[config.mk]
export PLATFORM = sky130hd
export DESIGN_NAME = robot_nav_fsm_param
export DESIGN_NICKNAME = d
export VERILOG_FILES = /design/src/rtl/robot_nav_fsm_param.sv
export SDC_FILE = /design/constraint.sdc
export NUM_CORES = 1
export LEC_CHECK = 0
export ABC_AREA = 1
export ABC_CLOCK_PERIOD_IN_PS = 7480
export CAP_MARGIN = 20
export CORE_UTILIZATION = 50
export CTS_BUF_LIST = sky130_fd_sc_hd__clkbuf_4 sky130_fd_sc_hd__clkbuf_8
export DETAILED_ROUTE_END_ITERATION = 16
export PLACE_DENSITY = 0.77
export SYNTH_ARGS = -nofsm -noshare
export SYNTH_HDL_FRONTEND = slang
export SYNTH_SLANG_ARGS = --single-unit
[constraint.sdc]
create_clock -name clk -period 7.48 [get_ports clk]
set_input_delay 0.748 -clock clk [delete_from_list [all_inputs] [get_ports clk]]
set_output_delay 0.748 -clock clk [all_outputs]
set_load 0.005 [all_outputs]
[src/rtl/robot_nav_fsm_param.sv]
// robot_nav_fsm_param: grid-walking wall-follower with maintenance dwell, boundary saturation and step count
module robot_nav_fsm_param #(
  parameter int COORD_W   = 4,
  parameter int MTN_W     = 4,
  parameter int MAINT_CYC = 4,
  parameter int STEP_W    = 8,
  parameter bit LEFT_HAND = 1'b0
) (
  input  logic                 clk,
  input  logic                 rst_n,
  input  logic [1:0]           onoff,
  input  logic [2*COORD_W-1:0] lcn_0,
  input  logic                 sense_vld,
  input  logic [MTN_W-1:0]     mtn_sensor,
  input  logic [3:0]           cmps,
  input  logic [2:0]           wll,
  output logic [1:0]           turn,
  output logic                 driving,
  output logic [2*COORD_W-1:0] location,
  output logic [2:0]           action,
  output logic [STEP_W-1:0]    step_cnt
);
  localparam int MC_W = MAINT_CYC > 1 ? $clog2(MAINT_CYC) : 1;
  typedef enum logic [2:0] {IDLE, WAIT, DECIDE, MAINT, MOVE} state_t;
  state_t state;
  logic [2:0] wll_q;
  logic [3:0] cmps_q;
  logic [MTN_W-1:0] mtn_q;
  logic [MC_W-1:0] mcnt;
  logic [2:0] mtn_act;
  logic [1:0] tc, h0, rot, hd;
  logic r_open, f_open, l_open, blocked;
  logic [COORD_W-1:0] x, y, nx, ny;
  always_comb begin
    mtn_act = '0;
    for (int i = MTN_W-1; i >= 0; i--) if (mtn_q[i]) mtn_act = 3'(i+1);
  end
  assign r_open = ~wll_q[0];
  assign f_open = ~wll_q[1];
  assign l_open = ~wll_q[2];
  assign tc = LEFT_HAND ? (l_open ? 2'b01 : f_open ? 2'b00 : r_open ? 2'b10 : 2'b11)
                        : (r_open ? 2'b10 : f_open ? 2'b00 : l_open ? 2'b01 : 2'b11);
  // headings indexed clockwise N=0,E=1,S=2,W=3 so a turn is a modular add
  assign h0 = cmps_q[3] ? 2'd0 : cmps_q[2] ? 2'd1 : cmps_q[1] ? 2'd2 : 2'd3;
  assign rot = tc == 2'b10 ? 2'd1 : tc == 2'b01 ? 2'd3 : tc == 2'b11 ? 2'd2 : 2'd0;
  assign hd = h0 + rot;
  assign x = location[2*COORD_W-1:COORD_W];
  assign y = location[COORD_W-1:0];
  assign blocked = (hd == 2'd0 && y == '1) || (hd == 2'd1 && x == '1) ||
                   (hd == 2'd2 && y == '0) || (hd == 2'd3 && x == '0);
  assign nx = hd == 2'd1 ? x + COORD_W'(1) : hd == 2'd3 ? x - COORD_W'(1) : x;
  assign ny = hd == 2'd0 ? y + COORD_W'(1) : hd == 2'd2 ? y - COORD_W'(1) : y;
  always_ff @(posedge clk or negedge rst_n) begin
    if (!rst_n) begin
      state    <= IDLE;
      turn     <= '0;
      driving  <= 1'b0;
      location <= '0;
      action   <= '0;
      step_cnt <= '0;
      wll_q    <= '0;
      cmps_q   <= '0;
      mtn_q    <= '0;
      mcnt     <= '0;
    end else begin
      driving <= 1'b0;
      turn    <= '0;
      if (onoff == 2'b10) state <= IDLE;
      else case (state)
        IDLE: if (onoff == 2'b01) begin
          location <= lcn_0;
          step_cnt <= '0;
          action   <= '0;
          state    <= WAIT;
        end
        WAIT: if (sense_vld) begin
          wll_q  <= wll;
          cmps_q <= cmps;
          mtn_q  <= mtn_sensor;
          state  <= DECIDE;
        end
        DECIDE: if (!$onehot(cmps_q)) begin
          action <= 3'b111;
          state  <= WAIT;
        end else if (|mtn_q) begin
          action <= mtn_act;
          mcnt   <= MC_W'(MAINT_CYC-1);
          state  <= MAINT;
        end else state <= MOVE;
        MAINT: if (mcnt == '0) state <= MOVE;
               else mcnt <= mcnt - MC_W'(1);
        MOVE: begin
          turn  <= tc;
          state <= WAIT;
          if (blocked) action <= 3'b110;
          else begin
            driving  <= 1'b1;
            location <= {nx, ny};
            if (step_cnt != '1) step_cnt <= step_cnt + STEP_W'(1);
            if (mtn_q == '0) action <= '0;
          end
        end
        default: state <= IDLE;
      endcase
    end
  end
endmodule

==> results of run 1 <==
## registers in the layout (all words and copies together) (netlist names), 2 cells and up
register / flops
action: 3
cmps_q: 4
location: 8
mcnt: 2
mtn_q: 4
state: 3
step_cnt: 8
turn: 2
wll_q: 3
## area by class of cell
class | count | area (um^2)
clock buffers | 6 | 82.6
well taps | 52 | 65.1
multi-input cells | 223 | 1320
clock inverters | 2 | 12.5
flip-flops and latches | 38 | 951
fillers | 388 | 1500
inverters | 33 | 126
repair buffers | 45 | 445
## stage by stage
stage	utilization	area (um^2)
2_1_floorplan	-	2420
3_3_place_gp	0.645	2910
3_5_place_dp	0.645	2910
4_1_cts	0.666	3000
5_1_grt	0.666	3000
6_report	0.666	3000
## cells in the mapped netlist, drive strengths merged, types with 5 or more instances
cell type	n
mux2	5
or2	5
ha	11
a21oi	13
nand3	25
o21ai	22
inv	32
nor2	29
dfrtp	38
nand2	81
nor3	5
xor2	6
## critical path: cells and delay by family, from the launching register on
family | cells | cell delay (ns)
AND/OR/NAND/NOR | 3 | 0.59
adder cells (fa/ha/maj) | 3 | 0.93
buffers and inverters | 3 | 0.23
AO/OA/AOI/OAI | 3 | 0.33
flip-flops | 1 | 0.41
## metal layers
metal	wire length [um]	vias up
li1	-	1073
met1	2350	966
met2	2340	42
met3	151	10
met4	72	0
met5	0	-
## final timing paths
kind / endpoint / start / slack, ns / depth (start not counted)
min in group asynchronous: wll_q[0] / rst_n / 0.56 / 1
worst max-delay path: mcnt[1] / cmps_q[3] / 4.91 / 12
max in group asynchronous: step_cnt[7] / rst_n / 6.37 / 1
worst min register to register: action[1] / action[1] / 0.48 / 2
worst max register to register: mcnt[1] / cmps_q[3] / 4.91 / 12
worst min-delay path: action[1] / action[1] / 0.48 / 2
## power by group through the flow
stage	Combinational [W]	Clock, W	Sequential [W]
floorplan	0.000442	0	0.000339
global placement	0.000586	0	0.000350
detailed placement	0.000603	0	0.000353
CTS	0.000610	0.000154	0.000349
global route	0.000689	0.000161	0.000360
finish	0.000607	0.000151	0.000348
## logic make-up after synthesis
kind of cell / count (synthesis) / share of synthesized area
xor+xnor: 6 / 0.0217
compound gates: 40 / 0.102
buf+inv: 37 / 0.0630
mux: 9 / 0.0398
simple gates: 154 / 0.300
fa+ha+maj: 14 / 0.0816
flops: 38 / 0.393
==> results.toml, run 1 <==
[critical_path]
critical_path_required_ns = 7.69
path_cells = "inv_1 > fa_1 > inv_1 > ha_1 > ha_1 > nor3_1 > inv_1 > nor2_1 > nand2_1 > o21ai_0 > a21oi_1 > a31oi_1"
crit_path_end_kind = "flop"
crit_path_start_kind = "flop"
cp.arrival_ns = 2.78
max_stage_delay_ns = 0.49
path_common_cell = "inv_1"
critPathMaxFanout = 4
crit_type = "reg2reg"
crit_slowest_cell = "fa_1"

[pwr]
power_frac_comb = 0.549
p_per_area_nw_per_um2 = 368
power_switching_w = 0.000495
internal-power_w = 0.000611
swShare = 0.448
seqPwrFrac = 0.315
p_total_w = 0.00111
clock_power_share = 0.136
vdd_ir_drop_max_v = 0.000209
p_leak_nw = 1.49

[timing]
period_share = 0.343
period_minus_slack_ns = 2.57
relSlewSlack = 0.423
worst_pin_slew_ns = 0.866
finalSetupTns_ns = 0
setup_violations = 0
rsz0062_at_grt = "no"
hold_ws_ns = 0.477
finalClockSkew_ns = 0.00439
slew_violations = 0
finalHoldViolCount = 0
fmax_mhz = 389
setup_ws_ns = 4.91

[floorplanning]
fp.dieW_um = 71.6
die_area_um2 = 5130
core_area_um2 = 4500
start_util = 0.538
io_pins = 46
die_h_um = 71.6
num_rows = 24

[finish]
drive_above_1_share = 0.133
final_cell_mix = "73 x nand2_1, 44 x clkdlybuf4s50_1, 38 x dfrtp_1, 30 x inv_1, 27 x nor2_1"
instances_no_fill = 399
layout_commonest_cell = "nand2_1"
area_growth_pct = 23.9
diodes = 0
final_nets = 384

[yosys]
synthArstFlopShare = 1.00
syn_area_um2 = 2420
synth_edf_count = 0
synth.distinct_cells = 33
synth_top_area_share = 0.393
syn_avg_cell_area_um2 = 8.13
synth_nets = 336
ys_seq_area_frac = 0.393
synth_cells = 298
synth_top_flop_cell = "dfrtp_1"
ys_ff_latch = 38
ys_top_cells_by_area = "dfrtp_1 39%, nand2_1 11%, ha_1 5.7%, inv_1 4.6%, nand3_1 4.3%"
yosysWarnings = 0
synth_top_area_cell = "dfrtp_1"

[grt]
grt_pass1_vias = 1964
use_met3 = 0.0352
grt_max_degree = 39
grt_usage = 0.206
gr-usage-met2 = 0.361
busiest_layer = "met2"
grt_antenna_before_repair = 0
grt_use_met1 = 0.262
overflow = 0
grt_pass1_wl_um = 8370

[placement]
placement.io_buffers = 45
hpwl_um = 3660
gp_congestion = 0.891
place_ws_ns = 4.85
placed_cells = 391

[clock_network]
cts_tree = "yes"
path_clk_slew_ns = 0.08
htreeDepth = 2
numCtsBuffers = 5
cts_setup_buffers = 0
clockBufferDepth = 2
ctsResizeCount = 0
cts_root_buffer = "clkbuf_8"
ctsHoldBuffers = 0
clk_latency_ns = 0.29
cts.sinks = 38

[detailed_routing]
drtIter0Drc = 160
avgRoutedWirePerCell_um = 12.3
antenna_left = 0
vias_per_cell = 5.24
dr.pass1.iters = 4
routed_wl_um = 4910
num_vias = 2091
drc = 0

[run]
max_cap_viol_count = 0

[hold_path]
hp-class = "reg2reg"

[status]
status = "complete, no violations"
No activity file was read; power rests on OpenSTA's default activity.
==> run 2, diff against run 1 <==
--- a/config.mk
+++ b/config.mk
@@ -6,7 +6,7 @@
 export NUM_CORES = 1
 export LEC_CHECK = 0
 export ABC_AREA = 1
-export ABC_CLOCK_PERIOD_IN_PS = 7480
+export ABC_CLOCK_PERIOD_IN_PS = 2550
 export CAP_MARGIN = 20
 export CORE_UTILIZATION = 50
 export CTS_BUF_LIST = sky130_fd_sc_hd__clkbuf_4 sky130_fd_sc_hd__clkbuf_8
==> constraint.sdc (replaced) <==
create_clock -name clk -period 2.55 [get_ports clk]
set_input_delay 0.255 -clock clk [delete_from_list [all_inputs] [get_ports clk]]
set_output_delay 0.255 -clock clk [all_outputs]
set_load 0.005 [all_outputs]
==> results.toml, run 2 (synthesis results as in run 1) <==
[timing]
finalHoldViolCount = 0
rsz0062_at_grt = "no"
hold_ws_ns = 0.0714
setup_violations = 0
slew_violations = 0
period_share = 0.921
period_minus_slack_ns = 2.35
finalClockSkew_ns = 0.00487
worst_pin_slew_ns = 0.861
relSlewSlack = 0.426
fmax_mhz = 426

[placement]
placement.io_buffers = 45
gp_congestion = 0.826
placed_cell_area_um2 = 2940
hpwl_um = 3730

[detailed_routing]
antenna_left = 0
drtIter0Drc = 96
drc = 0
num_vias = 2111
avgRoutedWirePerCell_um = 12.4
routed_wl_um = 5030
dr.pass1.iters = 4
vias_per_cell = 5.23

[critical_path]
critPathTopFamily = "adder cells"
regToRegStartpoint = "cmps_q[0]"
critPathMaxFanout = 4
reg2reg_depth = 12
r2r_slack_ns = 0.20
crit_buf_inv = 3
crit_slowest_cell = "fa_1"
cp.arrival_ns = 2.54
crit_path_start_kind = "flop"
critPathLaunch = "cmps_q[0]"
r2r_end = "action[1]"
path_cells = "inv_1 > fa_1 > inv_1 > ha_1 > ha_1 > nor3_4 > inv_1 > nor2_4 > a211oi_2 > nand2_1 > nand2_1 > nand2_1"
max_stage_delay_ns = 0.54
cp_num_cells = 12
crit_type = "reg2reg"
crit_path_end_kind = "flop"
critical_path_required_ns = 2.74

[finish]
reg_top3 = "location (8), step_cnt (8)"
final_nets = 389
diodes = 0
layout_commonest_cell = "nand2_1"
final_cell_mix = "73 x nand2_1, 44 x clkdlybuf4s50_1, 38 x dfrtp_1, 30 x inv_1, 26 x nor2_1"
final_area_um2 = 3090
drive_above_1_share = 0.162
area_growth_pct = 27.4

[floorplanning]
die_h_um = 71.6
num_rows = 24
core_area_um2 = 4500
die_area_um2 = 5130
io_pins = 46
fp.dieW_um = 71.6
start_util = 0.538

[clock_network]
cts_root_buffer = "clkbuf_8"
path_clk_slew_ns = 0.08
numCtsBuffers = 5
cts_setup_buffers = 0
htreeDepth = 2
clockBufferDepth = 2
ctsHoldBuffers = 0
cts_tree = "yes"
cts.sinks = 38
clk_latency_ns = 0.29

[grt]
overflow = 0
grt_max_degree = 39
grt_pass1_vias = 2026
grt_usage = 0.217
grt_antenna_before_repair = 0
grt_pass1_wl_um = 8930

[pwr]
vdd_ir_drop_max_v = 0.000575
p_total_w = 0.00348
p_per_area_nw_per_um2 = 1130
p_leak_nw = 1.52

[hold_path]
hp-class = "in2async"

[status]
status = "complete, no violations"

[run]
max_cap_viol_count = 0
-- run 2: cell type report --
| class | instances | area [um^2] |
|---|---|---|
| well taps | 52 | 65.1 |
| repair buffers | 50 | 483 |
| inverters | 33 | 126 |
| clock inverters | 2 | 12.5 |
| flip-flops and latches | 38 | 951 |
| clock buffers | 6 | 82.6 |
| multi-input cells | 223 | 1370 |
| fillers | 373 | 1420 |
-- run 2: what timing repair did --
item / in CTS / in global routing
pin swaps: 0 / 1
gates resized for setup: 1 / 8
setup endpoints to repair: 1 / 8
cloned: 0 / 0
-- run 2: worst max-delay path by stage --
stage                        to  slack (ns)
floorplan               mcnt[1]        0.21
global placement        mcnt[1]        0.11
detailed placement      mcnt[1]       -0.02
CTS                     mcnt[1]        0.06
global route        location[3]        0.02
finish                action[1]        0.20
-- run 2: power breakdown --
part	internal, W	switching (W)
clock	0.000218	0.000226
combinational	0.000902	0.00111
sequential	0.000808	0.000216
total	0.00193	0.00155
-- run 2: metrics by stage --
stage | worst slack (ns) | instances | util | setup TNS, ns
after floorplan | 0.210 | 298 | - | 0
after global placement | 0.110 | 396 | 0.654 | 0
after detailed placement | -0.0197 | 396 | 0.654 | -0.0197
after CTS | 0.0623 | 404 | 0.676 | 0
after global routing | 0.0174 | 404 | 0.685 | 0
final | 0.201 | 404 | 0.685 | 0
-- run 2: per-layer routing --
metal,track usage,routed length (um)
met1,0.281,2370
met2,0.377,2380
met3,0.0394,215
met4,0.0566,63
met5,0,0
